File: src/rtl/capi_put_req_arb.sv
`default_nettype none
// ============================================================================
// Module   : capi_put_req_arb
// Purpose  : Round-robin arbiter sharing one put-command encoder among NREQ
//            write streams, with per-burst command tag allocation.
// Revision : 1.0
// ============================================================================
module capi_put_req_arb #(
    parameter int EA_WIDTH  = 65,
    parameter int SID_WIDTH = 2,
    parameter int NREQ      = 4,
    parameter int TAG_WIDTH = 5
) (
    input  logic                          clk,
    input  logic                          reset,
    input  logic [NREQ-1:0]               i_req_v,
    input  logic [NREQ*EA_WIDTH-1:0]      i_req_ea,
    input  logic [NREQ*SID_WIDTH-1:0]     i_req_sid,
    input  logic [NREQ-1:0]               i_req_data_v,
    input  logic [NREQ-1:0]               i_req_data_e,
    input  logic [NREQ*4-1:0]             i_req_data_c,
    output logic [NREQ-1:0]               o_req_data_r,
    output logic [NREQ-1:0]               o_req_done,
    output logic                          o_addr_v,
    output logic [EA_WIDTH-1:0]           o_addr_ea,
    output logic                          o_data_v,
    output logic                          o_data_e,
    output logic [3:0]                    o_data_c,
    output logic [TAG_WIDTH-1:0]          o_cmd_tag,
    output logic [SID_WIDTH-1:0]          o_sid,
    input  logic                          i_data_r,
    input  logic                          i_rsp_v,
    input  logic [TAG_WIDTH-1:0]          i_rsp_tag,
    output logic [TAG_WIDTH:0]            o_tags_free,
    output logic                          o_tag_err
);

    localparam int IDX_W = (NREQ > 1) ? $clog2(NREQ) : 1;
    localparam int NTAGS = 1 << TAG_WIDTH;

    localparam logic [TAG_WIDTH:0] c_ALL_FREE = (TAG_WIDTH+1)'(NTAGS);
    localparam logic [TAG_WIDTH:0] c_ONE      = (TAG_WIDTH+1)'(1);

    localparam logic [0:0] S_IDLE = 1'b0;
    localparam logic [0:0] S_XFER = 1'b1;

    logic [0:0]           r_state;
    logic [0:0]           w_state_nxt;
    logic [IDX_W-1:0]     r_grant;
    logic [IDX_W-1:0]     r_rr;
    logic [TAG_WIDTH-1:0] r_tag;
    logic [EA_WIDTH-1:0]  r_ea;
    logic [SID_WIDTH-1:0] r_sid;
    logic                 r_addr_pend;
    logic [NTAGS-1:0]     r_busy;
    logic [TAG_WIDTH:0]   r_tags_free;
    logic                 r_tag_err;

    logic [EA_WIDTH-1:0]  w_ea_arr  [NREQ];
    logic [SID_WIDTH-1:0] w_sid_arr [NREQ];
    logic [3:0]           w_c_arr   [NREQ];

    logic                 w_pick_v;
    logic [IDX_W-1:0]     w_pick_idx;
    logic [TAG_WIDTH-1:0] w_tag_idx;
    logic                 w_grant_go;
    logic                 w_xfer;
    logic                 w_sel_v;
    logic                 w_sel_e;
    logic                 w_beat_acc;
    logic                 w_end_acc;
    logic                 w_rsp_ok;

    // Requester 0 occupies the most-significant slice of each packed bus.
    for (genvar gi = 0; gi < NREQ; gi++) begin : g_unpack
        assign w_ea_arr[gi]  = i_req_ea[(NREQ-1-gi)*EA_WIDTH +: EA_WIDTH];
        assign w_sid_arr[gi] = i_req_sid[(NREQ-1-gi)*SID_WIDTH +: SID_WIDTH];
        assign w_c_arr[gi]   = i_req_data_c[(NREQ-1-gi)*4 +: 4];
    end

    function automatic logic [IDX_W-1:0] f_wrap(input int v);
        return (v >= NREQ) ? IDX_W'(v - NREQ) : IDX_W'(v);
    endfunction

    // Scan downward so the candidate closest to the rr pointer wins.
    always_comb begin
        w_pick_v   = 1'b0;
        w_pick_idx = '0;
        for (int k = NREQ - 1; k >= 0; k--) begin
            if (i_req_v[f_wrap(int'(r_rr) + k)]) begin
                w_pick_v   = 1'b1;
                w_pick_idx = f_wrap(int'(r_rr) + k);
            end
        end
    end

    always_comb begin
        w_tag_idx = '0;
        for (int t = NTAGS - 1; t >= 0; t--) begin
            if (!r_busy[t]) begin
                w_tag_idx = TAG_WIDTH'(t);
            end
        end
    end

    assign w_xfer     = (r_state == S_XFER);
    assign w_grant_go = (r_state == S_IDLE) && w_pick_v && (r_tags_free != '0);
    assign w_sel_v    = w_xfer & i_req_data_v[r_grant];
    assign w_sel_e    = w_xfer & i_req_data_e[r_grant];
    assign w_beat_acc = w_sel_v & i_data_r;
    assign w_end_acc  = w_beat_acc & w_sel_e;
    assign w_rsp_ok   = i_rsp_v & r_busy[i_rsp_tag];

    always_ff @(posedge clk) begin
        if (reset) begin
            r_state <= S_IDLE;
        end else begin
            r_state <= w_state_nxt;
        end
    end

    always_comb begin
        w_state_nxt = r_state;
        case (r_state)
            S_IDLE:  if (w_grant_go) w_state_nxt = S_XFER;
            S_XFER:  if (w_end_acc)  w_state_nxt = S_IDLE;
            default: w_state_nxt = S_IDLE;
        endcase
    end

    always_comb begin
        o_addr_v     = w_xfer & r_addr_pend;
        o_data_v     = w_sel_v;
        o_data_e     = w_sel_e;
        o_data_c     = w_xfer ? w_c_arr[r_grant] : 4'd0;
        o_req_data_r = '0;
        o_req_done   = '0;
        if (w_xfer) begin
            o_req_data_r[r_grant] = i_data_r;
            o_req_done[r_grant]   = w_end_acc;
        end
    end

    always_ff @(posedge clk) begin
        if (reset) begin
            r_grant     <= '0;
            r_rr        <= '0;
            r_tag       <= '0;
            r_ea        <= '0;
            r_sid       <= '0;
            r_addr_pend <= 1'b0;
        end else begin
            if (w_grant_go) begin
                r_grant     <= w_pick_idx;
                r_tag       <= w_tag_idx;
                r_ea        <= w_ea_arr[w_pick_idx];
                r_sid       <= w_sid_arr[w_pick_idx];
                r_addr_pend <= 1'b1;
            end else if (w_beat_acc) begin
                r_addr_pend <= 1'b0;
            end
            if (w_end_acc) begin
                r_rr <= (r_grant == IDX_W'(NREQ - 1)) ? '0 : r_grant + IDX_W'(1);
            end
        end
    end

    // A same-cycle free is applied first so the allocation bit always lands.
    always_ff @(posedge clk) begin
        if (reset) begin
            r_busy      <= '0;
            r_tags_free <= c_ALL_FREE;
            r_tag_err   <= 1'b0;
        end else begin
            if (w_rsp_ok) begin
                r_busy[i_rsp_tag] <= 1'b0;
            end
            if (w_grant_go) begin
                r_busy[w_tag_idx] <= 1'b1;
            end
            if (i_rsp_v && !r_busy[i_rsp_tag]) begin
                r_tag_err <= 1'b1;
            end
            if (w_grant_go && !w_rsp_ok) begin
                r_tags_free <= r_tags_free - c_ONE;
            end else if (!w_grant_go && w_rsp_ok) begin
                r_tags_free <= r_tags_free + c_ONE;
            end
        end
    end

    assign o_addr_ea   = r_ea;
    assign o_cmd_tag   = r_tag;
    assign o_sid       = r_sid;
    assign o_tags_free = r_tags_free;
    assign o_tag_err   = r_tag_err;

endmodule
`default_nettype wire

File: config.mk
export PLATFORM = sky130hd
export DESIGN_NAME = capi_put_req_arb
export DESIGN_NICKNAME = d
export VERILOG_FILES = /design/src/rtl/capi_put_req_arb.sv
export SDC_FILE = /design/constraint.sdc
export NUM_CORES = 1
export LEC_CHECK = 0
export ABC_AREA = 1
export BUFFER_PORTS_ARGS = -buffer_cell sky130_fd_sc_hd__buf_2
export CAP_MARGIN = 20
export CORE_AREA = 2 2 155 157
export DETAILED_ROUTE_END_ITERATION = 12
export DIE_AREA = 0 0 157 159
export GPL_TIMING_DRIVEN = 1
export SLEW_MARGIN = 15
export SYNTH_ARGS = -nofsm -noshare
export SYNTH_HDL_FRONTEND = slang
export SYNTH_SLANG_ARGS = --single-unit
File: constraint.sdc
create_clock -name clk -period 7.7 [get_ports clk]
set_clock_uncertainty 0.05 [all_clocks]
set_input_delay 0.77 -clock clk [delete_from_list [all_inputs] [get_ports clk]]
set_output_delay 0.77 -clock clk [all_outputs]
set_load 0.005 [all_outputs]
-- Word level (Yosys, flattened, before mapping)
Index checks and enable logic that the tools add are counted.
- flip-flop bits (word level): 117
- bits of input ports: 305
- output and inout port bits: 94
- word-level logic and storage cells: 152
- add/sub/neg operators: 10
- order comparisons: 16
- eq/ne operators: 1
- multiplexer cells: 87
- bitwise operators: 14
- reductions and logical operators: 14
- operator list (cell ; number):
    $mux 5 ; 32
    $bmux 65 s2 ; 1
    $mux 65 ; 2
    $mux 32 ; 3
    $and 32x32->32 ; 1
    $not 32->32 ; 1
    $or 32x32->32 ; 1
    $mux 2 ; 11
    $mux 4 ; 5
    $mux 1 ; 18
    $ge 3x3->1 const B ; 5
    $lt 2x3->1 const B ; 5
    $bmux 1 s2 ; 6
    $lt 5x6->1 const B ; 2
    $mux 6 ; 2
    $demux 1 s5 ; 2
    $ge 5x1->1 const B ; 2
    $and 4x4->4 ; 2
    $bmux 4 s2 ; 1
    $logic_and 1x1->1 ; 8
    $sub 2x1->2 const B ; 4
    $add 2x2->3 const B ; 2
    $add 6x1->6 const B ; 1
    $and 1x1->1 ; 6
    15 further kinds ; 19

-- Depth between registers and ports, before layout
- depth after elaboration: 38
- gate-level depth with buffers: 35

-- Worst setup path after synthesis
OpenSTA, ideal clock, no wires.
- path type: input-to-reg
- start: input i_rsp_tag[1]
- end: register r_tags_free[5], in the netlist o_tags_free[5]
- library setup time: 0.123 ns
- arrival time: 3.593 ns
- path slack: 3.934 ns
- stages on the path: 22
- path buffers: 2
- cells stage by stage: inv_1 nand2_1 inv_1 clkbuf_1 a22oi_1 nand2_1 a221oi_1 nand2_1 nand2_1 clkbuf_1 ha_1 ha_1 a21oi_1 inv_1 a31oi_1 o21bai_1 a21oi_1 nor2_1 nor2_1 inv_1 a21oi_1 o21ai_0
- word-level cells in the longest chain between the ends: 6
- RTL lines (what ; line ; text):
    from (decl) ; 33 ; input logic [TAG_WIDTH-1:0] i_rsp_tag,
    $bmux 1 s5 (*) ; 112 ; assign w_rsp_ok = i_rsp_v & r_busy[i_rsp_tag];
    $mux 1 (not written as such) (*) ; 112 ;
    $and 1x1->1 (*) ; 112 ;
    $logic_not 1->1 ; 184 ; if (w_grant_go && !w_rsp_ok) begin
    $logic_and 1x1->1 ; 184 ;
    $mux 6 or $reduce_bool 2->1 (tied branches) ; - ;
    to (signal assigned) ; 172 ; r_tags_free <= c_ALL_FREE;
    to (signal assigned) ; 185 ; r_tags_free <= r_tags_free - c_ONE;
    to (signal assigned) ; 187 ; r_tags_free <= r_tags_free + c_ONE;
    to (decl) ; 56 ; logic [TAG_WIDTH:0] r_tags_free;
Every way passes the cells marked *; elsewhere a longest branch is shown, timed or not. The select of a mux whose other input is x is not followed.
A chain may end at the register's enable or synchronous reset.

-- Worst setup path after layout
- start: input i_rsp_tag[0]
- end: register r_tags_free[5], in the netlist o_tags_free[5]
The elaborated chain is that of the path after synthesis.

==> PnR_summary.wiki <==
{| class="wikitable"
! Metric !! Value
|-
| Tcrit/Tclk final || 60.35%
|-
| Sinks on the clock net || 117
|-
| Slew @ Worst Pin || 1.077 ns
|-
| Count of endpoints failing hold in the final timing report || 0
|-
| Ordered list of cells on the worst path || buf_2 -> nor2_1 -> inv_1 -> o221ai_1 -> a221oi_1 -> nand2_1 -> nand2_1 -> ha_1 -> ha_1 -> a21oi_1 -> inv_1 -> a31oi_1 -> o21bai_1 -> a21oi_1 -> nor2_1 -> nor2_1 -> inv_1 -> a21oi_1 -> o21ai_0
|-
| Post-synthesis share of cell area spent on full adders, half adders and majority gates || 1.726%
|-
| Overall via count from detail_route || 9797
|-
| Synthesized-area fraction occupied by xor and xnor cells || 0.4559%
|-
| Leading post-synthesis cells by cell area || sky130_fd_sc_hd__dfxtp_1 30%, sky130_fd_sc_hd__nor2_1 18%, sky130_fd_sc_hd__o21ai_0 7.9%
|-
| Critical Path Slowest Stage Cell || sky130_fd_sc_hd__nor2_1
|-
| Synth Register Bits || 117
|-
| Simple-Gate Fraction of Synth Area || 29.29%
|-
| Setup WS pre-CTS || 2.734 ns
|-
| Clock insertion delay at the later pin of the skew report || 0.42 ns
|-
| Number of setup buffers added after CTS || 0
|-
| Post-DRT Antenna Nets || 0
|-
| Final max-slew violation count || 0
|-
| Std cell rows || 56
|-
| Period minus WS final || 4.647 ns
|-
| TritonCTS clock tree || built
|-
| Synthesis Warnings || 0
|-
| Buffers and inverters on the worst path || 4
|-
| # H-tree levels || 4
|-
| DR DRC count || 0
|-
| Cell family with most CP delay || simple AND/OR/NAND/NOR gates
|-
| Tightest Hold Check Type || flop to flop
|-
| Synth area leader || sky130_fd_sc_hd__dfxtp_1
|-
| PortBufs || 398
|-
| Most instantiated cells after synthesis || 362 x sky130_fd_sc_hd__nor2_1, 125 x sky130_fd_sc_hd__nand2_1, 122 x sky130_fd_sc_hd__o21ai_0, 117 x sky130_fd_sc_hd__dfxtp_1, 110 x sky130_fd_sc_hd__inv_1
|-
| Static power due to leakage || 0.005067 uW
|-
| Number of optimization iterations in the first detailed-route pass || 5
|-
| Number of fill cells in the layout || 2549
|-
| Crit path DAT || 4.90 ns
|-
| CP Max Fanout || 33
|-
| CP max stage delay || 0.82 ns
|-
| Via count of the first global-routing pass || 9195
|-
| Synthesized area per cell || 6.178 um2
|-
| RSZ-0062 raised after global routing || no
|-
| Share of Yosys cell area claimed by the top area cell type || 30.48%
|-
| Crit start category || input pin
|-
| Clock input transition at the sequential cells of the worst setup and hold paths || 0.06 ns
|-
| Endpoint type of the worst setup path || flop
|-
| Final HPWL from detailed placement || 25470 um
|-
| Synthesized instance count || 1244
|-
| Status || complete, no violations
|-
| Post-Synthesis Net Count || 1559
|-
| Starting utilization of the core area || 33.14%
|-
| Post-CTS resize count || 0
|-
| Top Ports || 399
|-
| Area inside the core boundary || 23190 um2
|-
| Global-route total usage across every layer || 26.53%
|-
| Multi-input gate area || 4581 um2
|-
| Max-slew headroom at the worst pin || 27.90%
|-
| DR iter-0 viols || 691
|-
| Sum of negative setup slack || 0 ns
|-
| Post-detailed-route wirelength per cell || 17.63 um
|-
| GRT overflow || 0
|-
| Post-layout nets || 1899
|-
| CTS Root Cell || sky130_fd_sc_hd__clkbuf_16
|-
| Number of buffers inserted by hold repair at cts || 0
|-
| Horizontal die dimension || 157 um
|-
| Die Outline Area || 24960 um2
|-
| PD cells || 291.9 nW/um2
|-
| Area Growth Syn to Fin || 36.13%
|-
| Finish-stage setup viols || 0
|-
| Max capacitance violation total || 0
|-
| Synthesized area || 7685 um2
|-
| Vias/cell || 5.097
|-
| Most frequent cell after synthesis || sky130_fd_sc_hd__nor2_1
|-
| EDFF count, synth || 0
|-
| Worst vdd ir || 0.0001176 V
|-
| Distinct cell type count after synthesis || 42
|-
| Compound-Gate Fraction of Synth Area || 27.63%
|-
| FF/Latch Area || 2342 um2
|-
| TritonCTS buffer count || 17
|-
| Largest family of logic cells by synthesized area || simple AND/OR/NAND/NOR gates
|-
| Class of the most critical setup path || input pin to flop
|-
| Proportion of layout cells with a drive suffix above 1 || 28.80%
|-
| Maximum number of buffers from clock root to sink || 2
|-
| Portion of the post-synthesis area used by sequential elements || 30.48%
|-
| Final weighted congestion of routability-driven global placement || 0.9634
|-
| DRT Wirelength || 33890 um
|-
| Wire length of the first global-routing pass || 51450 um
|-
| Achievable frequency || 0.2152 GHz
|-
| Initial antenna violation count || 15
|-
| Minimum setup slack in the final design || 3.053 ns
|-
| Mux share of post-synthesis cell area || 0.1303%
|-
| Die Y-Extent || 159 um
|-
| Async S/R FF share, synth || 0%
|-
| Critical path data required time || 7.95 ns
|-
| Largest net degree at the start of global routing || 111
|-
| Primary flip-flop cell chosen by synthesis mapping || sky130_fd_sc_hd__dfxtp_1
|}
sequential cells by signal, indices dropped and copies added, names as in the netlist:
signal / flops
o_tag_err: 1
r_rr: 2
r_grant: 2
r_busy: 32
r_state: 1
r_addr_pend: 1
o_addr_ea: 65
o_tags_free: 6
o_cmd_tag: 5
o_sid: 2
metal layers:
layer  wire length [um]  vias up  GRT usage [%]
met5                109        -              0
met4                949       16          9.133
met3               2888       66          9.418
met2              15950      389          43.38
met1              13990     4453          32.17
li1                   -     4873              -
final timing paths:
path,startpoint,end,depth (start not counted),slack [ns]
setup / recovery,i_rsp_tag[0],o_tags_free[5],19,3.05
hold / removal,o_tag_err,o_tag_err,2,0.40
setup reg to reg,r_busy[0],o_tags_free[5],17,3.41
hold reg to reg,o_tag_err,o_tag_err,2,0.40
worst register-to-register path, cell delays in order (launching register included):
cell                       delay [ns]
sky130_fd_sc_hd__dfxtp_1         0.96
sky130_fd_sc_hd__inv_1           0.17
sky130_fd_sc_hd__o221ai_1        0.26
sky130_fd_sc_hd__a221oi_1        0.13
sky130_fd_sc_hd__nand2_1         0.09
sky130_fd_sc_hd__nand2_1         0.50
sky130_fd_sc_hd__ha_1            0.53
sky130_fd_sc_hd__ha_1            0.37
sky130_fd_sc_hd__a21oi_1         0.16
sky130_fd_sc_hd__inv_1           0.06
sky130_fd_sc_hd__a31oi_1         0.23
sky130_fd_sc_hd__o21bai_1        0.10
sky130_fd_sc_hd__a21oi_1         0.17
sky130_fd_sc_hd__nor2_1          0.06
sky130_fd_sc_hd__nor2_1          0.10
sky130_fd_sc_hd__inv_1           0.05
sky130_fd_sc_hd__a21oi_1         0.10
sky130_fd_sc_hd__o21ai_0         0.08
cells in the final DEF, fill, tap and decap left out, drive strengths merged, types with 9 or more instances in the layout:
master	count
ha	9
buf	407
nand2	128
o32ai	57
o311ai	10
clkbuf	18
inv	115
a21oi	57
o211ai	11
nor2	362
a22oi	14
o21ai	187
nor3	12
or2	13
nand3	25
dfxtp	117
nand4	18
stage by stage:
step	instance area, um2	std cells	power, uW	utilization, %	hold WS, ns
CTS	10420	1915	3064	44.92	0.4035
floorplan	7685	1244	1726	-	0.3966
finish	10460	1922	3054	45.11	0.4017
global route	10460	1921	3275	45.10	0.4403
detailed placement	9812	1883	2223	42.31	0.3947
global placement	9812	1883	2210	42.31	0.3881
kinds of logic (layout without fill, tap and decap cells):
group,Yosys count,in the layout
compound gates,352,352
xor+xnor,4,4
fa+ha+maj,10,10
buf+inv,201,554
flops,117,117
mux,1,1
other cells,0,6
simple gates,559,559
power breakdown:
group | total (uW) | switching, uW | internal (uW)
combinational | 1360 | 860 | 501
clock | 829 | 317 | 512
sequential | 865 | 109 | 755
final cells by class:
type	instances	area share, %
clock buffer	18	4.102
inverter	115	4.162
antenna	6	0.1435
sequential	117	22.39
timing repair buffer	407	19.90
clock inverter	14	1.698
multi-input combinational	926	43.79
tap	319	3.815
No activity file was read; power rests on OpenSTA's default activity.
